<file path="config.mk">
export PLATFORM = sky130hd
export DESIGN_NAME = ultrasonic_echo_emulator
export DESIGN_NICKNAME = d
export VERILOG_FILES = /design/src/rtl/ultrasonic_echo_emulator.sv
export SDC_FILE = /design/constraint.sdc
export NUM_CORES = 1
export LEC_CHECK = 0
export ABC_AREA = 1
export BUFFER_PORTS_ARGS = -buffer_cell sky130_fd_sc_hd__buf_2
export CORE_MARGIN = 5
export CORE_UTILIZATION = 30
export CTS_BUF_LIST = sky130_fd_sc_hd__clkbuf_4 sky130_fd_sc_hd__clkbuf_8 sky130_fd_sc_hd__clkbuf_16
export DETAILED_ROUTE_END_ITERATION = 8
export PLACE_DENSITY_LB_ADDON = 0.05
export SLEW_MARGIN = 15
export SYNTH_ARGS = -nofsm -noshare
export SYNTH_HDL_FRONTEND = slang
export SYNTH_SLANG_ARGS = --single-unit
</file>
<file path="constraint.sdc">
create_clock -name clk -period 2.2 [get_ports clk]
set_input_delay 0.11 -clock clk [delete_from_list [all_inputs] [get_ports clk]]
set_output_delay 0.11 -clock clk [all_outputs]
set_load 0.05 [all_outputs]
</file>
<file path="src/rtl/ultrasonic_echo_emulator.sv">
// Ultrasonic ranging sensor responder (HC-SR04 style trig/echo interface).
// A trigger pulse of sufficient length is answered, after a fixed burst time,
// by an echo pulse whose width encodes the supplied distance.
module ultrasonic_echo_emulator #(
    parameter int CLK_FREQ          = 50000000, // informational only; timing is in cycles
    parameter int CYCLES_PER_CM     = 2915,
    parameter int MIN_TRIG_CYCLES   = 500,
    parameter int ECHO_DELAY_CYCLES = 25000,
    parameter int MAX_DIST_CM       = 400,
    parameter int TIMEOUT_CYCLES    = 1900000,
    parameter int HOLDOFF_CYCLES    = 500000
) (
    input  logic       clk,
    input  logic       rst_n,
    input  logic       trig,
    input  logic [8:0] dist_cm,
    input  logic       obj_present,
    output logic       echo,
    output logic       busy,
    output logic       trig_err
);

    localparam logic [21:0] CPC_C     = 22'(CYCLES_PER_CM);
    localparam logic [21:0] MIN_C     = 22'(MIN_TRIG_CYCLES);
    localparam logic [21:0] DELAY_C   = 22'(ECHO_DELAY_CYCLES);
    localparam logic [21:0] TIMEOUT_C = 22'(TIMEOUT_CYCLES);
    localparam logic [21:0] HOLD_C    = 22'(HOLDOFF_CYCLES);
    localparam logic [8:0]  MAXD_C    = 9'(MAX_DIST_CM);

    typedef enum logic [2:0] {
        IDLE, TRIG_MEAS, BURST, ECHO, HOLDOFF
    } state_t;

    state_t      state_q, state_d;
    logic [21:0] cnt_q, cnt_d;
    logic [21:0] echo_len_q, echo_len_d;
    logic        echo_q, echo_d;
    logic        busy_q, busy_d;
    logic        err_q, err_d;
    logic        sync1_q, sync2_q, prev_q;

    logic        trig_rise, trig_fall;
    logic [21:0] cnt_inc;
    logic [8:0]  dist_clamped;
    logic [21:0] len_calc;

    // Two-stage synchronizer for the asynchronous trig plus one edge-detect stage
    always_ff @(posedge clk or negedge rst_n) begin
        if (!rst_n) begin
            sync1_q <= 1'b0;
            sync2_q <= 1'b0;
            prev_q  <= 1'b0;
        end else begin
            sync1_q <= trig;
            sync2_q <= sync1_q;
            prev_q  <= sync2_q;
        end
    end

    assign trig_rise = sync2_q & ~prev_q;
    assign trig_fall = ~sync2_q & prev_q;

    // Saturating increment, and echo length derived from the distance inputs
    always_comb begin
        cnt_inc      = (&cnt_q) ? cnt_q : cnt_q + 22'd1;
        dist_clamped = (dist_cm > MAXD_C) ? MAXD_C : dist_cm;
        len_calc     = 22'(dist_clamped) * CPC_C;
        if (!obj_present || dist_cm == 9'd0) begin
            len_calc = TIMEOUT_C;
        end
    end

    // Next-state and output logic; echo/busy/trig_err are registered from the next values
    always_comb begin
        state_d    = state_q;
        cnt_d      = cnt_q;
        echo_len_d = echo_len_q;
        echo_d     = echo_q;
        err_d      = 1'b0;
        case (state_q)
            IDLE: begin
                if (trig_rise) begin
                    state_d = TRIG_MEAS;
                    cnt_d   = 22'd1;
                end
            end
            TRIG_MEAS: begin
                if (trig_fall) begin
                    cnt_d = 22'd0;
                    if (cnt_q >= MIN_C) begin
                        echo_len_d = len_calc;
                        state_d    = BURST;
                    end else begin
                        err_d   = 1'b1;
                        state_d = IDLE;
                    end
                end else begin
                    cnt_d = cnt_inc;
                end
            end
            BURST: begin
                // Entered with count 0; this exit point gives the fixed trig-to-echo latency
                if (cnt_q >= DELAY_C) begin
                    state_d = ECHO;
                    echo_d  = 1'b1;
                    cnt_d   = 22'd1;
                end else begin
                    cnt_d = cnt_inc;
                end
            end
            ECHO: begin
                // Count starts at 1 on the first echo-high cycle, so echo stays high echo_len cycles
                if (cnt_q >= echo_len_q) begin
                    state_d = HOLDOFF;
                    echo_d  = 1'b0;
                    cnt_d   = 22'd1;
                end else begin
                    cnt_d = cnt_inc;
                end
            end
            HOLDOFF: begin
                if (cnt_q >= HOLD_C) begin
                    state_d = IDLE;
                    cnt_d   = 22'd0;
                end else begin
                    cnt_d = cnt_inc;
                end
            end
            default: begin
                state_d = IDLE;
                echo_d  = 1'b0;
                cnt_d   = 22'd0;
            end
        endcase
        busy_d = (state_d != IDLE);
    end

    // State, counter and registered outputs
    always_ff @(posedge clk or negedge rst_n) begin
        if (!rst_n) begin
            state_q    <= IDLE;
            cnt_q      <= 22'd0;
            echo_len_q <= 22'd0;
            echo_q     <= 1'b0;
            busy_q     <= 1'b0;
            err_q      <= 1'b0;
        end else begin
            state_q    <= state_d;
            cnt_q      <= cnt_d;
            echo_len_q <= echo_len_d;
            echo_q     <= echo_d;
            busy_q     <= busy_d;
            err_q      <= err_d;
        end
    end

    assign echo     = echo_q;
    assign busy     = busy_q;
    assign trig_err = err_q;

endmodule

</file>
==> summary.md <==
| Metric | Value |
|---|---|
| Simple-gate area share of the yosys netlist | 0.325 |
| Critical Path, Cell by Cell | buf_8 > nor4_4 > nand2_1 > nand2_2 > clkinv_4 > nor2_4 > ha_4 > fa_1 > fa_1 > inv_1 > fa_1 > inv_2 > ha_4 > inv_2 > o21ai_2 > a21oi_2 > nand3_2 > a21oi_2 > nor2_1 > o21ai_1 > inv_1 |
| Mux cell area share after synthesis | 0 |
| Number of diodes | 0 |
| Vert. Die Dim | 153 µm |
| Total Routing Usage GR | 0.165 |
| Class of the worst hold path | in -> reg |
| First-pass DRT Iterations | 7 |
| Wire length per cell | 14.8 µm |
| WL met1 | 8230 µm |
| Worst setup EP type | flop |
| WP buf/inv | 6 |
| Global-route wire length before repair | 31800 µm |
| Via/cell ratio | 4.69 |
| WP data arrival | 3950 ps |
| Met2 wire length | 9870 µm |
| Critical Path Fanout Max | 4 |
| Vias in the first global route | 6296 |
| Max-Cap Viols | 0 |
| I/O Pins | 16 |
| Pin count of the biggest net entering global routing | 53 |
| Port Buffers | 15 |
| Critical Path Start | dist_cm[1] |
| Final Slew Violations | 0 |
| Register-to-Register Path Depth | 10 |
| Number of synthesized flops with an enable pin | 0 |
| Initial antenna violation count | 0 |
| FFs w/ async S/R, synth | 1.00 |
| DRT iter0 DRCs | 240 |
| Final Setup Violations | 17 |
| Least-Margin Pin Slew | 639 ps |
| H-tree depth | 2 |
| Post-synthesis compound-gate area fraction | 0.0639 |
| Achievable Freq | 0.267 GHz |
| Post-Syn Area | 6130 µm² |
| Largest family of logic cells by synthesized area | simple AND/OR/NAND/NOR gates |
| Startpoint Class | primary input |
| Most frequent cells in the layout | 167 x nand2_1, 155 x inv_1, 127 x buf_4 |
| Final GP Congestion | 0.866 |
| Synthesized flop and latch total | 52 |
| Final HPWL DP | 15600 µm |
| Yosys warning total | 0 |
| Clock tree buffer depth | 2 |
| Std cell rows | 52 |
| Worst VDD drop | 344 µV |
| Crit path time final | 3740 ps |
| Synth Area in Adders | 0.234 |
| Syn avg cell area | 6.88 µm² |
| Vias post-DR | 6068 |
| Final worst setup slack | -1540 ps |
| DRC viols | 0 |
| Slowest CP cell | fa_1 |
| Seq/Total Area, Yosys | 0.212 |
| Netlist cell types | 36 |
| Layout net count | 1136 |
| Final Hold Fails | 0 |
| Mapped Cells | 891 |
| Post-Synth XOR/XNOR Area | 0.0314 |
| Commonest non-fill, non-tap cell in the layout | nand2_1 |
| CTS tree | done |
| Crit Path Category | in -> reg |
| CP Data Required Time | 2400 ps |
| Max stage delay on crit path | 490 ps |
| Crit path to | echo_len_q[20] |
| RSZ-0062 raised after global routing | true |
| Root Driver | clkbuf_16 |
| Worst-skew pair later-pin latency | 310 ps |
| Most used cell, CP | fa_1 |
| Worst R2R Setup Slack | 130 ps |
| Fraction of layout cells with a size suffix above 1 | 0.294 |
| Post-synth top area share | 0.212 |
| Top sig layer | met4 |
| Violated checks | negative setup slack |
| Worst r2r src | cnt_q[20] |
| Synth area leader | dfrtp_1 |
| Clock-pin slew on the worst setup and hold paths | 80 ps |
| P&R area growth vs syn | 36.2% |
| Max_slew headroom | 0.571 |
| WHS | 237 ps |
| Ys flop type | dfrtp_1 |
| TritonCTS sink count | 52 |
| Crit share post-route | 1.70 |
| Leakage power | 4.32 nW |
| Die ar. | 23400 µm² |
| Clock skew | 6.56 ps |
| DRT Wirelength | 19100 µm |
| Status | complete, but fails checks |
| Ranking of synthesized cells by area | dfrtp_1 21%, ha_1 15%, nand2_1 11% |
| R2R Path End | echo_len_q[18] |
| Core Util, Final | 0.414 |
| Total grt overflow | 0 |
| Crit-path leading delay family | adder cells |
| DR WL met3 | 618 µm |
| Crit. path cell count | 21 |
| Total CTS buffers | 5 |
| Post-route ant nets | 0 |
| Width of the die | 153 µm |
| Pwr Density | 790 nW/µm² |
| CORE AREA | 20200 µm² |
| Initial core utilization | 0.304 |
| Syn nets | 1003 |
==> worst register-to-register path, delay by kind of cell (launching register included) <==
| kind | cells | cell delay, ps |
|---|---|---|
| and+or+nand+nor | 5 | 930 |
| AOI/OAI and AO/OA | 1 | 150 |
| buffers and inverters | 4 | 490 |
| DFF | 1 | 400 |
==> final cells by class <==
cell class | count | area [µm²]
fill | 2116 | 11800
inverter | 177 | 678
timing repair buffer | 156 | 1230
sequential | 52 | 1310
clock inverter | 3 | 33.8
clock buffer | 5 | 125
tap | 270 | 338
multi-input combinational | 632 | 4640
==> sequential cells by signal (all words and copies together) (netlist names) <==
register	count
state_q	3
trig_err	1
sync2_q	1
sync1_q	1
echo	1
echo_len_q	21
prev_q	1
busy	1
cnt_q	22
==> kinds of logic after synthesis <==
kind of cell | after synthesis
AND/OR/NAND/NOR | 444
buffers and inverters | 207
adder cells (fa/ha/maj) | 99
AO/OA/AOI/OAI | 67
flip-flops | 52
XOR/XNOR | 22
==> cells in the mapped netlist (4+ instances only) <==
master,number
xnor2_1,6
dfrtp_1,52
o21ai_0,19
nand3_1,113
ha_1,73
nor2_1,81
buf_2,11
clkbuf_1,13
nand2_1,186
inv_1,176
fa_1,26
o21bai_1,7
nand4_1,26
nor3_1,15
nand2_2,9
o22ai_1,4
a22oi_1,5
a21oi_1,22
xor2_1,16
==> layer usage <==
metal | vias to the layer above | global-route usage
li1 | 3090 | -
met1 | 2873 | 0.203
met2 | 83 | 0.306
met3 | 22 | 0.0178
met4 | 0 | 0.0433
met5 | - | 0
==> through the flow <==
step                      instances  cell area, µm²  TNS (ps)  total power [mW]  setup slack, ps
after global routing           1295            8350    -23320              7.20            -1710
after detailed placement       1265            7650    -25940              5.15            -1900
after global placement         1265            7650    -25160              5.12            -1870
after CTS                      1284            8030    -19520              6.33            -1430
final                          1295            8350    -20500              6.60            -1540
after floorplan                 891            6450    -18160              3.67            -1490
==> worst min-delay path by stage <==
stage	startpoint	depth (start not counted)	endpoint	slack, ps
final	obj_present	5	echo_len_q[16]	240
after global routing	obj_present	5	echo_len_q[16]	250
after CTS	obj_present	5	echo_len_q[16]	230
after detailed placement	rst_n	2	cnt_q[18]	140
after global placement	rst_n	2	cnt_q[19]	140
after floorplan	rst_n	0	busy	-190
==> what timing repair did <==
item,in CTS,in global routing
pin swaps,36,39
hold buffers,2,0
setup buffers,9,14
endpoints found under the hold margin,53,0
gates resized for setup,32,62
endpoints found under the setup margin,17,47
==> power by group <==
| group | switching [mW] | internal, mW | total [mW] |
|---|---|---|---|
| sequential | 0.0619 | 1.05 | 1.11 |
| clock | 0.428 | 0.440 | 0.867 |
| combinational | 2.40 | 2.22 | 4.62 |
No activity file was read; power rests on OpenSTA's default activity.
